==> src/rtl/bcd_conv_arbiter_if.sv <==
// ---------------------------------------------------------------------------
// bcd_conv_arbiter_if
//   Bundle of the client-side request/response signals and the shared
//   binary-to-BCD converter handshake used by bcd_conv_arbiter.
//
//   Client side   : req, req_bin (in), gnt, rsp_valid, rsp_bcd, rsp_ovf,
//                   rsp_err, busy (out)
//   Converter side: conv_start, conv_bin (out), conv_done, conv_bcd (in)
//
//   Modports:
//     slave  - the arbiter itself (receives requests, drives the converter)
//     master - the environment (clients plus converter)
// ---------------------------------------------------------------------------
interface bcd_conv_arbiter_if #(
  parameter int NUM_REQ = 4
);
  logic [NUM_REQ-1:0]    req;
  logic [16*NUM_REQ-1:0] req_bin;
  logic [NUM_REQ-1:0]    gnt;
  logic [NUM_REQ-1:0]    rsp_valid;
  logic [15:0]           rsp_bcd;
  logic                  rsp_ovf;
  logic                  rsp_err;
  logic                  busy;
  logic                  conv_start;
  logic [15:0]           conv_bin;
  logic                  conv_done;
  logic [15:0]           conv_bcd;

  modport slave (
    input  req, req_bin, conv_done, conv_bcd,
    output gnt, rsp_valid, rsp_bcd, rsp_ovf, rsp_err, busy,
           conv_start, conv_bin
  );

  modport master (
    output req, req_bin, conv_done, conv_bcd,
    input  gnt, rsp_valid, rsp_bcd, rsp_ovf, rsp_err, busy,
           conv_start, conv_bin
  );
endinterface

==> src/rtl/bcd_conv_arbiter.sv <==
// ---------------------------------------------------------------------------
// bcd_conv_arbiter
//   Round-robin arbiter/sequencer sharing one multi-cycle binary-to-BCD
//   converter among NUM_REQ display clients. One client is granted, its
//   operand (clamped to MAX_VAL) is sent to the converter, and the packed BCD
//   result is returned with a one-hot rsp_valid pulse to that client.
//
// Ports:
//   clk    - system clock
//   rst_n  - asynchronous active-low reset (shared with the converter)
//   bus    - bcd_conv_arbiter_if.slave:
//              req/req_bin          client requests and packed operands
//              gnt/rsp_valid        one-hot, one-cycle grant / result pulses
//              rsp_bcd/ovf/err      last result, held until the next one
//              busy                 high whenever not idle
//              conv_start/conv_bin  converter launch pulse and operand
//              conv_done/conv_bcd   converter completion and result
//
// Optional feature macro: BCD_ARB_TIMEOUT_EN
//   Defined   - a watchdog ends S_WAIT after TIMEOUT_CYCLES cycles with
//               rsp_bcd=16'hFFFF and rsp_err=1.
//   Undefined - S_WAIT waits indefinitely; rsp_err is constant 0.
//
// All outputs come straight from flops; req and conv_done only reach them
// through the next-state logic.
// ---------------------------------------------------------------------------
module bcd_conv_arbiter #(
  parameter int NUM_REQ        = 4,
  parameter int MAX_VAL        = 9999,
  parameter int TIMEOUT_CYCLES = 64
) (
  input  logic              clk,
  input  logic              rst_n,
  bcd_conv_arbiter_if.slave bus
);

  localparam int          IDX_W     = $clog2(NUM_REQ);
  localparam logic [15:0] MAX_VAL16 = 16'(MAX_VAL);

  if (NUM_REQ < 2 || NUM_REQ > 8 || TIMEOUT_CYCLES < 1) begin : g_param_chk
    $error("bcd_conv_arbiter: parameter out of range");
  end

  typedef enum logic [1:0] {
    S_IDLE   = 2'd0,
    S_LAUNCH = 2'd1,
    S_WAIT   = 2'd2,
    S_RESP   = 2'd3
  } state_t;

  state_t             r_state;
  state_t             w_state_nxt;

  logic [IDX_W-1:0]   r_idx;
  logic [IDX_W-1:0]   r_last_idx;
  logic [15:0]        r_op;
  logic               r_ovf_pend;

  logic [NUM_REQ-1:0] r_gnt;
  logic [NUM_REQ-1:0] r_rsp_valid;
  logic [15:0]        r_rsp_bcd;
  logic               r_rsp_ovf;
  logic               r_busy;
  logic               r_conv_start;

  logic               w_sel_found;
  logic [IDX_W-1:0]   w_sel_idx;
  logic [15:0]        w_sel_bin;
  int                 w_best_dist;
  logic               w_sel_ovf;
  logic               w_timeout;

  function automatic logic [NUM_REQ-1:0] onehot(input logic [IDX_W-1:0] i);
    logic [NUM_REQ-1:0] v;
    v    = '0;
    v[i] = 1'b1;
    return v;
  endfunction

  // Round-robin pick: the requester with the smallest distance past
  // r_last_idx wins. Distance is taken modulo NUM_REQ so non-power-of-2
  // client counts wrap correctly.
  always_comb begin
    w_sel_found = 1'b0;
    w_sel_idx   = '0;
    w_sel_bin   = '0;
    w_best_dist = NUM_REQ;
    for (int c = 0; c < NUM_REQ; c++) begin
      if (bus.req[c] &&
          (((c - int'(r_last_idx) - 1 + NUM_REQ) % NUM_REQ) < w_best_dist)) begin
        w_best_dist = (c - int'(r_last_idx) - 1 + NUM_REQ) % NUM_REQ;
        w_sel_found = 1'b1;
        w_sel_idx   = IDX_W'(c);
        w_sel_bin   = bus.req_bin[16*c +: 16];
      end
    end
  end

  assign w_sel_ovf = (w_sel_bin > MAX_VAL16);

`ifdef BCD_ARB_TIMEOUT_EN
  localparam int WD_W = $clog2(TIMEOUT_CYCLES + 1);

  logic [WD_W-1:0] r_wd_cnt;
  logic            r_rsp_err;

  // Held at zero outside S_WAIT, so it starts from zero on every entry.
  always_ff @(posedge clk or negedge rst_n) begin
    if (!rst_n) begin
      r_wd_cnt <= '0;
    end else if (r_state != S_WAIT) begin
      r_wd_cnt <= '0;
    end else begin
      r_wd_cnt <= r_wd_cnt + 1'b1;
    end
  end

  assign w_timeout = (r_state == S_WAIT) &&
                     (r_wd_cnt == WD_W'(TIMEOUT_CYCLES - 1));

  // A conv_done in the watchdog's last cycle takes precedence.
  always_ff @(posedge clk or negedge rst_n) begin
    if (!rst_n) begin
      r_rsp_err <= 1'b0;
    end else if (r_state == S_WAIT && (bus.conv_done || w_timeout)) begin
      r_rsp_err <= !bus.conv_done;
    end
  end

  assign bus.rsp_err = r_rsp_err;
`else
  assign w_timeout   = 1'b0;
  assign bus.rsp_err = 1'b0;
`endif

  // FSM state register
  always_ff @(posedge clk or negedge rst_n) begin
    if (!rst_n) begin
      r_state <= S_IDLE;
    end else begin
      r_state <= w_state_nxt;
    end
  end

  // FSM next-state logic; conv_done only matters in S_WAIT
  always_comb begin
    w_state_nxt = r_state;
    unique case (r_state)
      S_IDLE:   if (w_sel_found) w_state_nxt = S_LAUNCH;
      S_LAUNCH: w_state_nxt = S_WAIT;
      S_WAIT:   if (bus.conv_done || w_timeout) w_state_nxt = S_RESP;
      S_RESP:   w_state_nxt = S_IDLE;
      default:  w_state_nxt = S_IDLE;
    endcase
  end

  // Registered outputs and per-transaction context. gnt/conv_start are set
  // on the edge into S_LAUNCH and rsp_valid on the edge into S_RESP, so each
  // pulse lasts exactly that one-cycle state.
  always_ff @(posedge clk or negedge rst_n) begin
    if (!rst_n) begin
      r_idx        <= '0;
      r_last_idx   <= IDX_W'(NUM_REQ - 1);
      r_op         <= '0;
      r_ovf_pend   <= 1'b0;
      r_gnt        <= '0;
      r_rsp_valid  <= '0;
      r_rsp_bcd    <= '0;
      r_rsp_ovf    <= 1'b0;
      r_busy       <= 1'b0;
      r_conv_start <= 1'b0;
    end else begin
      r_gnt        <= '0;
      r_rsp_valid  <= '0;
      r_conv_start <= 1'b0;
      r_busy       <= (w_state_nxt != S_IDLE);

      unique case (r_state)
        S_IDLE: begin
          if (w_sel_found) begin
            r_idx        <= w_sel_idx;
            r_op         <= w_sel_ovf ? MAX_VAL16 : w_sel_bin;
            r_ovf_pend   <= w_sel_ovf;
            r_gnt        <= onehot(w_sel_idx);
            r_conv_start <= 1'b1;
          end
        end
        S_WAIT: begin
          if (bus.conv_done || w_timeout) begin
            r_rsp_bcd   <= bus.conv_done ? bus.conv_bcd : 16'hFFFF;
            r_rsp_ovf   <= r_ovf_pend;
            r_rsp_valid <= onehot(r_idx);
            r_last_idx  <= r_idx;
          end
        end
        default: ;
      endcase
    end
  end

  assign bus.gnt        = r_gnt;
  assign bus.rsp_valid  = r_rsp_valid;
  assign bus.rsp_bcd    = r_rsp_bcd;
  assign bus.rsp_ovf    = r_rsp_ovf;
  assign bus.busy       = r_busy;
  assign bus.conv_start = r_conv_start;
  assign bus.conv_bin   = r_op;

endmodule

==> src/flat_wrapper.sv <==
// flat-port wrapper written by rule: the top's interface ports become plain ports
module bcd_conv_arbiter_flat 
#(
  parameter int NUM_REQ        = 4,
  parameter int MAX_VAL        = 9999,
  parameter int TIMEOUT_CYCLES = 64
)
  (clk, rst_n, bus_req, bus_req_bin, bus_conv_done, bus_conv_bcd, bus_gnt, bus_rsp_valid, bus_rsp_bcd, bus_rsp_ovf, bus_rsp_err, bus_busy, bus_conv_start, bus_conv_bin);
  bcd_conv_arbiter_if #(.NUM_REQ(NUM_REQ)) bus_i ();
  input  logic clk;
  input  logic rst_n;
  input wire logic [$bits(bus_i.req)-1:0] bus_req;
  input wire logic [$bits(bus_i.req_bin)-1:0] bus_req_bin;
  input wire logic [$bits(bus_i.conv_done)-1:0] bus_conv_done;
  input wire logic [$bits(bus_i.conv_bcd)-1:0] bus_conv_bcd;
  output wire logic [$bits(bus_i.gnt)-1:0] bus_gnt;
  output wire logic [$bits(bus_i.rsp_valid)-1:0] bus_rsp_valid;
  output wire logic [$bits(bus_i.rsp_bcd)-1:0] bus_rsp_bcd;
  output wire logic [$bits(bus_i.rsp_ovf)-1:0] bus_rsp_ovf;
  output wire logic [$bits(bus_i.rsp_err)-1:0] bus_rsp_err;
  output wire logic [$bits(bus_i.busy)-1:0] bus_busy;
  output wire logic [$bits(bus_i.conv_start)-1:0] bus_conv_start;
  output wire logic [$bits(bus_i.conv_bin)-1:0] bus_conv_bin;
  assign bus_i.req = bus_req;
  assign bus_i.req_bin = bus_req_bin;
  assign bus_i.conv_done = bus_conv_done;
  assign bus_i.conv_bcd = bus_conv_bcd;
  assign bus_gnt = bus_i.gnt;
  assign bus_rsp_valid = bus_i.rsp_valid;
  assign bus_rsp_bcd = bus_i.rsp_bcd;
  assign bus_rsp_ovf = bus_i.rsp_ovf;
  assign bus_rsp_err = bus_i.rsp_err;
  assign bus_busy = bus_i.busy;
  assign bus_conv_start = bus_i.conv_start;
  assign bus_conv_bin = bus_i.conv_bin;
  bcd_conv_arbiter #(.NUM_REQ(NUM_REQ), .MAX_VAL(MAX_VAL), .TIMEOUT_CYCLES(TIMEOUT_CYCLES)) u_core (.clk(clk), .rst_n(rst_n), .bus(bus_i));
endmodule
==> config.mk <==
export PLATFORM = sky130hd
export DESIGN_NAME = bcd_conv_arbiter_flat
export DESIGN_NICKNAME = d
export VERILOG_FILES = /design/src/rtl/bcd_conv_arbiter_if.sv /design/src/rtl/bcd_conv_arbiter.sv /design/src/flat_wrapper.sv
export SDC_FILE = /design/constraint.sdc
export NUM_CORES = 1
export LEC_CHECK = 0
export BUFFER_PORTS_ARGS = -buffer_cell sky130_fd_sc_hd__buf_4
export CAP_MARGIN = 5
export CORE_MARGIN = 2
export CORE_UTILIZATION = 35
export DETAILED_ROUTE_END_ITERATION = 10
export HOLD_SLACK_MARGIN = 0.02
export MAX_ROUTING_LAYER = met4
export PLACE_DENSITY_LB_ADDON = 0.15
export SYNTH_ARGS = -nofsm -noshare
export SYNTH_HDL_FRONTEND = slang
export SYNTH_SLANG_ARGS = --single-unit
==> constraint.sdc <==
create_clock -name clk -period 10.26 [get_ports clk]
set_input_delay 0 -clock clk [delete_from_list [all_inputs] [get_ports clk]]
set_output_delay 0 -clock clk [all_outputs]
set_load 0.02 [all_outputs]
; Word level (Yosys, flattened, before mapping)
; Index checks and enable logic that the tools add are counted.
[totals]
ff_bits = 50
inputBits = 87
output_inout_bits = 44
wordCells = 81
[op_classes]
add_sub_neg = 12
magnitude_cmp = 9
n_eq_ne = 3
n_mux = 28
bitwise = 4
reduce_logical = 14
[ops]
columns = cell, n
row1 = 32-bit by 4-bit adder with 32-bit output (second input constant), 4
row2 = 3-bit by 32-bit < comparator with 1-bit output, 3
row3 = 32-bit two-way mux, 3
row4 = 32-bit by 2-bit subtractor with 32-bit output (second input constant), 3
row5 = 16-bit two-way mux, 5
row6 = 16-bit by 14-bit > comparator with 1-bit output (second input constant), 1
row7 = 4-bit two-way mux, 4
row8 = 1-bit two-way mux, 9
row9 = 2-bit two-way mux, 4
row10 = 2-bit case mux with 4 select lines, 1
row11 = 2-bit OR reduction, 4
row12 = 1-bit logical AND, 6
row13 = 2-bit by 3-bit < comparator with 1-bit output (second input constant), 2
row14 = 1-bit by 2-bit subtractor with 3-bit output (first input constant), 2
row15 = 2-bit by 2-bit subtractor with 3-bit output (first input constant), 2
row16 = 1-bit AND, 4
row17 = 1-bit demux with 2-bit select, 2
row18 = 2-bit equality test (second input constant), 2
row19 = 2-bit by 1-bit greater-or-equal comparator with 1-bit output (second input constant), 2
row20 = 3-bit by 4-bit < comparator with 1-bit output (second input constant), 1
row21 = 2-bit AND reduction, 2
row22 = 3-bit by 2-bit subtractor with 4-bit output (second input constant), 1
row23 = 2-bit by 1-bit equality test with 1-bit output (second input constant), 1
row24 = 2-bit logical NOT, 1
row25 = 2-bit nonzero test, 1

; Longest topological paths before layout
; Gate-level depths: netlist of the first run.
[depth]
ltp_word = 23
mapped_depth = 24
mapped_depth_nobuf = 19

; Worst setup path after synthesis of the first run
; Ideal clock, no wire load.
[synth_path]
kind = flip-flop to flip-flop
from = reg u_core.r_last_idx[0]
to = reg u_core.r_op[4] (netlist: u_core.bus.conv_bin[4])
setup_time_ns = 0.121
arrival_time_ns = 4.827
t_required_ns = 10.139
setup_slack_ns = 5.312
stages_incl_launch_ff = 21
n_path_buf = 4
period_less_slack_ns = 4.948
path_cell_list = dfstp_2 > buf_6 > inv_1 > ha_1 > nor3_1 > a21oi_1 > mux2_2 > ha_1 > o21ai_0 > o21a_1 > o21ai_1 > clkbuf_1 > clkbuf_1 > o21ai_0 > ha_1 > or4b_4 > a32oi_4 > or2_1 > buf_6 > mux2_1 > a22o_1
[synth_via]
elab_chain_cells = 19
elab_cells_between_ends = 42
classes_between = 12 x add/sub / 5 x order compare / 12 x mux / 4 x bitwise / 9 x reduce/logical
[synth_lines]
columns = item, line
row1 = "start, declared", bcd_conv_arbiter.sv:55  ; logic [IDX_W-1:0] r_last_idx;
row2 = "start signal, assigned", bcd_conv_arbiter.sv:163  ; r_last_idx <= IDX_W'(NUM_REQ - 1);
row3 = "start signal, assigned", bcd_conv_arbiter.sv:193  ; r_last_idx <= r_idx;
row4 = 1-bit by 2-bit subtractor with 3-bit output, "bcd_conv_arbiter.sv:90, bcd_conv_arbiter.sv:91"
row5 = 3-bit by 2-bit subtractor with 4-bit output, "bcd_conv_arbiter.sv:90, bcd_conv_arbiter.sv:91"
row6 = 32-bit by 4-bit adder with 32-bit output, "bcd_conv_arbiter.sv:90, bcd_conv_arbiter.sv:91"
row7 = 2-bit OR reduction (no source line), -
row8 = 1-bit AND (no source line), -
row9 = 3-bit by 4-bit < comparator with 1-bit output, bcd_conv_arbiter.sv:90  ; (((c - int'(r_last_idx) - 1 + NUM_REQ) % NUM_REQ) < w_best_dist)) begin
row10 = 1-bit logical AND, bcd_conv_arbiter.sv:89  ; if (bus.req[c] &&
row11 = 32-bit two-way mux, bcd_conv_arbiter.sv:89
row12 = [... 3 more ...], -
row13 = 3-bit by 32-bit < comparator with 1-bit output, bcd_conv_arbiter.sv:90
row14 = 1-bit logical AND, bcd_conv_arbiter.sv:89
row15 = 32-bit two-way mux, bcd_conv_arbiter.sv:89
row16 = 3-bit by 32-bit < comparator with 1-bit output, bcd_conv_arbiter.sv:90
row17 = 1-bit logical AND, bcd_conv_arbiter.sv:89
row18 = 16-bit two-way mux, bcd_conv_arbiter.sv:89
row19 = 16-bit by 14-bit > comparator with 1-bit output, bcd_conv_arbiter.sv:99  ; assign w_sel_ovf = (w_sel_bin > MAX_VAL16);
row20 = 16-bit two-way mux, bcd_conv_arbiter.sv:182  ; r_op <= w_sel_ovf ? MAX_VAL16 : w_sel_bin;
row21 = "end signal, assigned", bcd_conv_arbiter.sv:182
row22 = "end, declared", bcd_conv_arbiter.sv:56  ; logic [15:0] r_op;
; Several ways; a longest one is shown, not always the timed one.
; A chain may end at the register's enable or synchronous reset.

; Worst setup path in the final report of the first run
; Same ends and word-level chain as after synthesis.

==> flow_summary.yaml, run 1 <==
timing:
  final.setup_skew_ns: 0.006616
  slew_headroom: 0.3604
  slew_violations: 0
  finalSetupTns_ns: 0
  max_freq_mhz: 185.6
  post-route-min-period_ns: 5.387
  worstMarginPinSlew_ns: 0.9592
  hold_viol_final: 0
  rsz0062_at_grt: "no"
  timing.final.crit_share: 0.5251
  setup_viol: 0
  fin_ws_ns: 4.873
clock_network:
  ctsResizeCount: 0
  cts_buffers: 5
  clockRootBuffer: "clkbuf_8"
  cts_htree_levels: 2
  clockBufferDepth: 2
  cts_tree: "yes"
  path_clk_slew_ns: 0.09
  hold_buffers: 22
  clk_latency_ns: 0.30
  cts.sinks: 50
  cts_setup_buffers: 0
critical_path:
  slowest_stage: "o21ai_2"
  path_buf_inv: 1
  crit_top_cell: "ha_1"
  slowest_delay_ns: 0.75
  cp-end-kind: "flip-flop"
  path_max_fanout: 23
  crit_required_ns: 10.46
  cp_cell_sequence: "inv_1 -> ha_1 -> nor3_1 -> a21oi_1 -> mux2_2 -> ha_1 -> o21ai_0 -> o21a_1 -> o21ai_2 -> o21ai_0 -> ha_1 -> or4b_4 -> a32oi_4 -> or2_1 -> mux2_1 -> a22o_1"
  critical_path_class: "reg -> reg"
  start_kind: "flip-flop"
  path_delay_family: "compound AO/OA/AOI/OAI gates"
  arrival_ns: 5.58
finish:
  multi_input_area_mm2: 0.001429
  antennaDiodeCount: 0
  fill_cells: 748
  register_area_mm2: 0.001254
  drive_gt1_frac: 0.3384
  area_growth_pct: 47.35
  fin_nets: 552
die:
  die_area_mm2: 0.008766
  die_w_um: 93.63
  std_cell_rows: 32
  die_y_um: 93.63
  ios: 131
  coreArea_mm2: 0.007767
  start_util: 0.3620
power_and_ir_drop:
  clkPwrFrac: 0.120
  combPwrFrac: 0.597
  p_leak_nw: 2.009
  vdd_drop_max_uv: 88.22
  switching_share: 0.4481
  power.share.sequential: 0.283
  p_sw_uw: 516.4
  p_int_uw: 636.2
  power_density_mw_per_mm2: 278.2
detailed_routing:
  wirelength_um: 8260
  wl_per_cell_um: 14.75
  dr.first_iter.drc_count: 92
  via_count: 2792
  postRouteAntennaNets: 0
  first_pass_iters: 4
  drc: 0
  vias_per_cell: 4.986
grt:
  grt_pass1_vias: 2743
  grt_max_degree: 51
  grt_usage: 0.1925
  grt_overflow: 0
  antenna_found_initial: 0
  grt_pass1_wl_um: 12950
logic_synthesis:
  synth_cell_types: 55
  synth_seq_cells: 50
  avgSynthCellArea_um2: 8.869
  seq_area_frac_synth: 0.4459
  synth-main-ff-cell: "dfrtp_1"
  synth_edf_count: 0
  async_flop_share: 1.000
  synth_top_area_cell: "dfrtp_1"
  synth_cells: 317
  synth.area.top_cells: "dfrtp_1 43%, nand2_1 9.9%, nor2_1 4.7%"
  yosysTopAreaCellShare: 0.4272
  netlist_area_mm2: 0.002811
  syn_nets: 412
  ys_warn_count: 0
job:
  cap_viol_max_count: 0
place:
  dpl.hpwl_um: 6114
  io_buffers: 129
  pre_cts_ws_ns: 4.879
  gp_congestion: 0.8275
worst_hold_path:
  hp-class: "in -> reg"
outcome:
  outcome: "finished, final reports clean"
## through the flow
stage                     area, um^2  hold WS [ns]  cells    util  power [mW]
final                           4143       0.02126    560  0.5333       1.153
after CTS                       4143       0.02391    560  0.5333       1.161
after detailed placement        3809       0.06024    530  0.4903       1.015
after global routing            4143       0.02036    560  0.5333       1.252
after global placement          3809       0.05984    530  0.4903       1.002
after floorplan                 2811       -0.2956    317       -      0.8015
## kinds of logic (layout without fill, tap and decap cells)
| logic type | count (synthesis) | count (layout) | share of synthesized area |
|---|---|---|---|
| other | 2 | 2 | 0.002671 |
| xor gates and xnor gates | 2 | 2 | 0.006232 |
| muxes | 5 | 5 | 0.02003 |
| DFF | 50 | 50 | 0.4459 |
| adders and majority gates | 8 | 8 | 0.03560 |
| AOI/OAI and AO/OA | 73 | 73 | 0.1945 |
| buffers and inverters | 25 | 166 | 0.04717 |
| and+or+nand+nor | 152 | 152 | 0.2479 |
## synthesized netlist by cell type, types with 5 or more instances
library cell and number:
nand2_1 74, dfrtp_1 48, nor2_1 35, clkbuf_1 11, a21oi_1 10, a31oi_1 9, a221oi_1 8, ha_1 8
nor3_1 8, o21ai_0 8, nor4_1 6, o211ai_1 6, and2_1 5, inv_1 5
## metal layers
layer / GRT usage / part of all wire / up-vias / routed length (um)
met2: 0.3129 / 0.47 / 116 / 3906
met3: 0.02901 / 0.071 / 8 / 588
met5: - / 0 / - / 0
met4: 0.05314 / 0.015 / 0 / 122
li1: - / - / 1408 / -
met1: 0.2527 / 0.44 / 1260 / 3643
## power groups by stage
| stage | clock network (mW) | logic, mW | registers [mW] |
|---|---|---|---|
| after floorplan | 0 | 0.400 | 0.402 |
| final | 0.138 | 0.688 | 0.326 |
| after global routing | 0.150 | 0.765 | 0.337 |
| after detailed placement | 0 | 0.684 | 0.331 |
| after global placement | 0 | 0.675 | 0.327 |
| after CTS | 0.142 | 0.693 | 0.327 |
## final cells by class
cell class,count,area share
multi-input combinational,242,0.3449
sequential,50,0.3026
timing repair buffer,152,0.2887
tap,102,0.03081
clock buffer,5,0.01661
clock inverter,3,0.01087
inverter,6,0.005436
## worst reg2reg max path, stage by stage, from the launching register on
cell,delay [ns]
dfstp_2,0.66
inv_1,0.08
ha_1,0.39
nor3_1,0.16
a21oi_1,0.06
mux2_2,0.28
ha_1,0.28
o21ai_0,0.09
o21a_1,0.22
o21ai_2,0.75
o21ai_0,0.18
ha_1,0.35
or4b_4,0.48
a32oi_4,0.24
or2_1,0.50
mux2_1,0.38
a22o_1,0.20
## flip-flops by register name, summed over array words and instances (netlist names), 2 cells and up
name,cells
u_core.bus.conv_bin,16
u_core.r_idx,2
u_core.bus.gnt,4
u_core.bus.rsp_valid,4
u_core.r_state,2
u_core.bus.rsp_bcd,16
u_core.r_last_idx,2
## worst paths after layout
check                                                 start                            endpoint  slack, ns  cells after the start
min reg2reg                   u_core.r_ovf_pend$_DFFE_PN0P_      u_core.bus.rsp_ovf$_DFFE_PN0P_       0.48                      2
max reg2reg                u_core.r_last_idx[0]$_DFFE_PN1P_  u_core.bus.conv_bin[4]$_DFFE_PN0P_       4.87                     16
max in group asynchronous                             rst_n  u_core.bus.conv_bin[1]$_DFFE_PN0P_       9.57                      2
min in group asynchronous                             rst_n   u_core.bus.rsp_bcd[3]$_DFFE_PN0P_       0.28                      2
max                        u_core.r_last_idx[0]$_DFFE_PN1P_  u_core.bus.conv_bin[4]$_DFFE_PN0P_       4.87                     16
min                                              bus_req[1]         u_core.bus.gnt[1]$_DFF_PN0_       0.02                      3
## placed cells by master, fill, tap and decap left out, drive strengths merged, types with 3 or more instances in the layout
cell type	n
o211ai	6
nor2	35
clkbuf	5
buf	130
a31oi	9
o32ai	3
ha	8
inv	6
dlygate4sd3	22
a21oi	10
and2	6
nand2	74
nor4	6
or3	3
nor3	8
a22o	4
nor3b	3
dfrtp	48
or2	6
o21ai	13
a221oi	8
a221o	4
mux2	5
No activity file was read; power rests on OpenSTA's default activity.
==> run 2, diff against run 1 <==
- clock period: 10.26 -> 4.8 ns (I/O delays scaled with it)
==> run 2 against run 1 <==
Effect of this change:
- clock power up 120%
- critical path depth increased by 1
- routed wire length increased by 4.7%
- sequential share of layout area down 0.59 points
- critical path type unchanged
- critical endpoint unchanged
- largest cell class unchanged
==> flow_summary.yaml, run 2 (same netlist as run 1, synthesis figures left out) <==
die:
  die_w_um: 93.63
  ios: 131
  die_y_um: 93.63
  die_area_mm2: 0.008766
  start_util: 0.3620
  coreArea_mm2: 0.007767
  std_cell_rows: 32
finish:
  drive_gt1_frac: 0.3476
  postLayoutCellArea_mm2: 0.004225
  layout_commonest_cell: "buf_4"
  area_growth_pct: 50.29
  fill_cells: 710
  final_cell_mix: "134 x buf_4, 74 x nand2_1, 48 x dfrtp_1"
  fin_nets: 560
  antennaDiodeCount: 0
critical_path:
  arrival_ns: 4.65
  start_kind: "flip-flop"
  cp-end-kind: "flip-flop"
  reg2reg_depth: 17
  cp_cell_sequence: "inv_1 -> ha_1 -> nor3_1 -> a21oi_1 -> mux2_2 -> ha_1 -> nor4bb_2 -> o21a_1 -> o21ai_2 -> nand2_1 -> o21ai_0 -> ha_1 -> or4b_4 -> a32oi_4 -> or2_4 -> mux2_1 -> a22o_1"
  path_max_fanout: 7
  crit_top_cell: "ha_1"
  slowest_delay_ns: 0.57
  critical_path_class: "reg -> reg"
  crit_required_ns: 5.00
  slowest_stage: "dfstp_2"
worst_hold_path:
  hp-class: "in -> reg"
  holdPathStages: 3
grt:
  antenna_found_initial: 0
  grt_usage: 0.2041
  grt_pass1_wl_um: 13700
  grt_max_degree: 51
  grt_pass1_vias: 2848
  grt_overflow: 0
power_and_ir_drop:
  power_mw: 2.543
  p_sw_mw: 1.140
  p_int_mw: 1.403
  p_leak_nw: 2.052
  power.share.sequential: 0.273
  clkPwrFrac: 0.119
  power_density_mw_per_mm2: 601.9
  switching_share: 0.4484
  combPwrFrac: 0.607
  vdd_drop_max_uv: 285.4
outcome:
  outcome: "finished, final reports clean"
place:
  dpl.hpwl_um: 6341
  gp_congestion: 0.8359
  place_area_mm2: 0.003831
  io_buffers: 129
timing:
  slew_violations: 0
  max_freq_mhz: 224.9
  rsz0062_at_grt: "no"
  post-route-min-period_ns: 4.446
  hold_viol_final: 0
  worstMarginPinSlew_ns: 0.7593
  slew_headroom: 0.4938
  timing.final.crit_share: 0.9262
  finalSetupTns_ns: 0
  final.setup_skew_ns: 0.01103
  setup_viol: 0
  whs_ns: 0.03028
clock_network:
  clockBufferDepth: 2
  path_clk_slew_ns: 0.10
  cts_htree_levels: 2
  cts.sinks: 50
  clk_latency_ns: 0.31
  clockRootBuffer: "clkbuf_8"
  cts_tree: "yes"
  cts_buffers: 5
detailed_routing:
  first_pass_iters: 4
  vias_per_cell: 5.046
  drc: 0
  dr.first_iter.drc_count: 76
  wl_per_cell_um: 15.22
  wirelength_um: 8646
  postRouteAntennaNets: 0
  via_count: 2866
job:
  cap_viol_max_count: 0
==> run 2: changes by cell type in the layout (fill, tap and decap cells not counted), sizes merged <==
| cell | delta |
|---|---|
| dlygate4sd3 | +4 |
| buf | +4 |
==> run 2: worst paths after layout <==
path	from	end	slack [ns]
worst max-delay path	u_core.r_last_idx[1]$_DFFE_PN1P_	u_core.bus.conv_bin[4]$_DFFE_PN0P_	0.35
worst min-delay path	bus_req_bin[53]	u_core.bus.conv_bin[5]$_DFFE_PN0P_	0.03
worst max register to register	u_core.r_last_idx[1]$_DFFE_PN1P_	u_core.bus.conv_bin[4]$_DFFE_PN0P_	0.35
min in group asynchronous	rst_n	u_core.bus.rsp_bcd[15]$_DFFE_PN0P_	0.24
max in group asynchronous	rst_n	u_core.r_state[1]$_DFF_PN0_	4.14
worst min register to register	u_core.r_ovf_pend$_DFFE_PN0P_	u_core.bus.rsp_ovf$_DFFE_PN0P_	0.48
==> run 2: cell type report <==
cell class              instances  area [um^2]  share of cell area
multi-input cells             242         1441              0.3411
repair buffers                160         1266              0.2997
flip-flops and latches         50         1254              0.2967
well taps                     102        127.6             0.03020
inverters                       6        22.52            0.005330
clock buffers                   5        68.82             0.01629
clock inverters                 3        45.04             0.01066
==> run 2: through the flow <==
step | utilization | setup WS, ns | instances
after floorplan | - | 0.02860 | 317
after global placement | 0.4932 | 0.3774 | 533
after detailed placement | 0.4932 | 0.1416 | 533
after CTS | 0.5414 | 0.1233 | 567
after global routing | 0.5440 | 0.09643 | 568
final | 0.5440 | 0.3543 | 568
==> run 2: per-layer routing <==
metal / part of all wire / GRT usage
met1: 0.43 / 0.2550
met2: 0.50 / 0.3435
met3: 0.060 / 0.03304
met4: 0.015 / 0.05918
met5: 0 / -
==> run 2: power groups by stage <==
stage | Combinational (mW) | Clock (mW) | Sequential (mW)
2_1_floorplan | 0.859 | 0 | 0.859
3_3_place_gp | 1.47 | 0 | 0.705
3_5_place_dp | 1.49 | 0 | 0.713
4_1_cts | 1.52 | 0.307 | 0.704
5_1_grt | 1.72 | 0.325 | 0.716
6_report | 1.54 | 0.303 | 0.695
==> run 2: what timing repair did <==
action,in CTS,in global routing
setup endpoints to repair,0,13
hold buffers,26,0
resized for setup,0,3
buffers inserted,0,1
endpoints found under the hold margin,73,0
==> run 2: worst max-delay path, delay by kind of cell, from the launching register on <==
| kind | cells | cell delay, ns |
|---|---|---|
| AND/OR/NAND/NOR | 5 | 1.28 |
| AO/OA/AOI/OAI | 6 | 0.91 |
| adder cells (fa/ha/maj) | 3 | 0.90 |
| multiplexers | 2 | 0.61 |
| flip-flops | 1 | 0.57 |
| buffers and inverters | 1 | 0.07 |
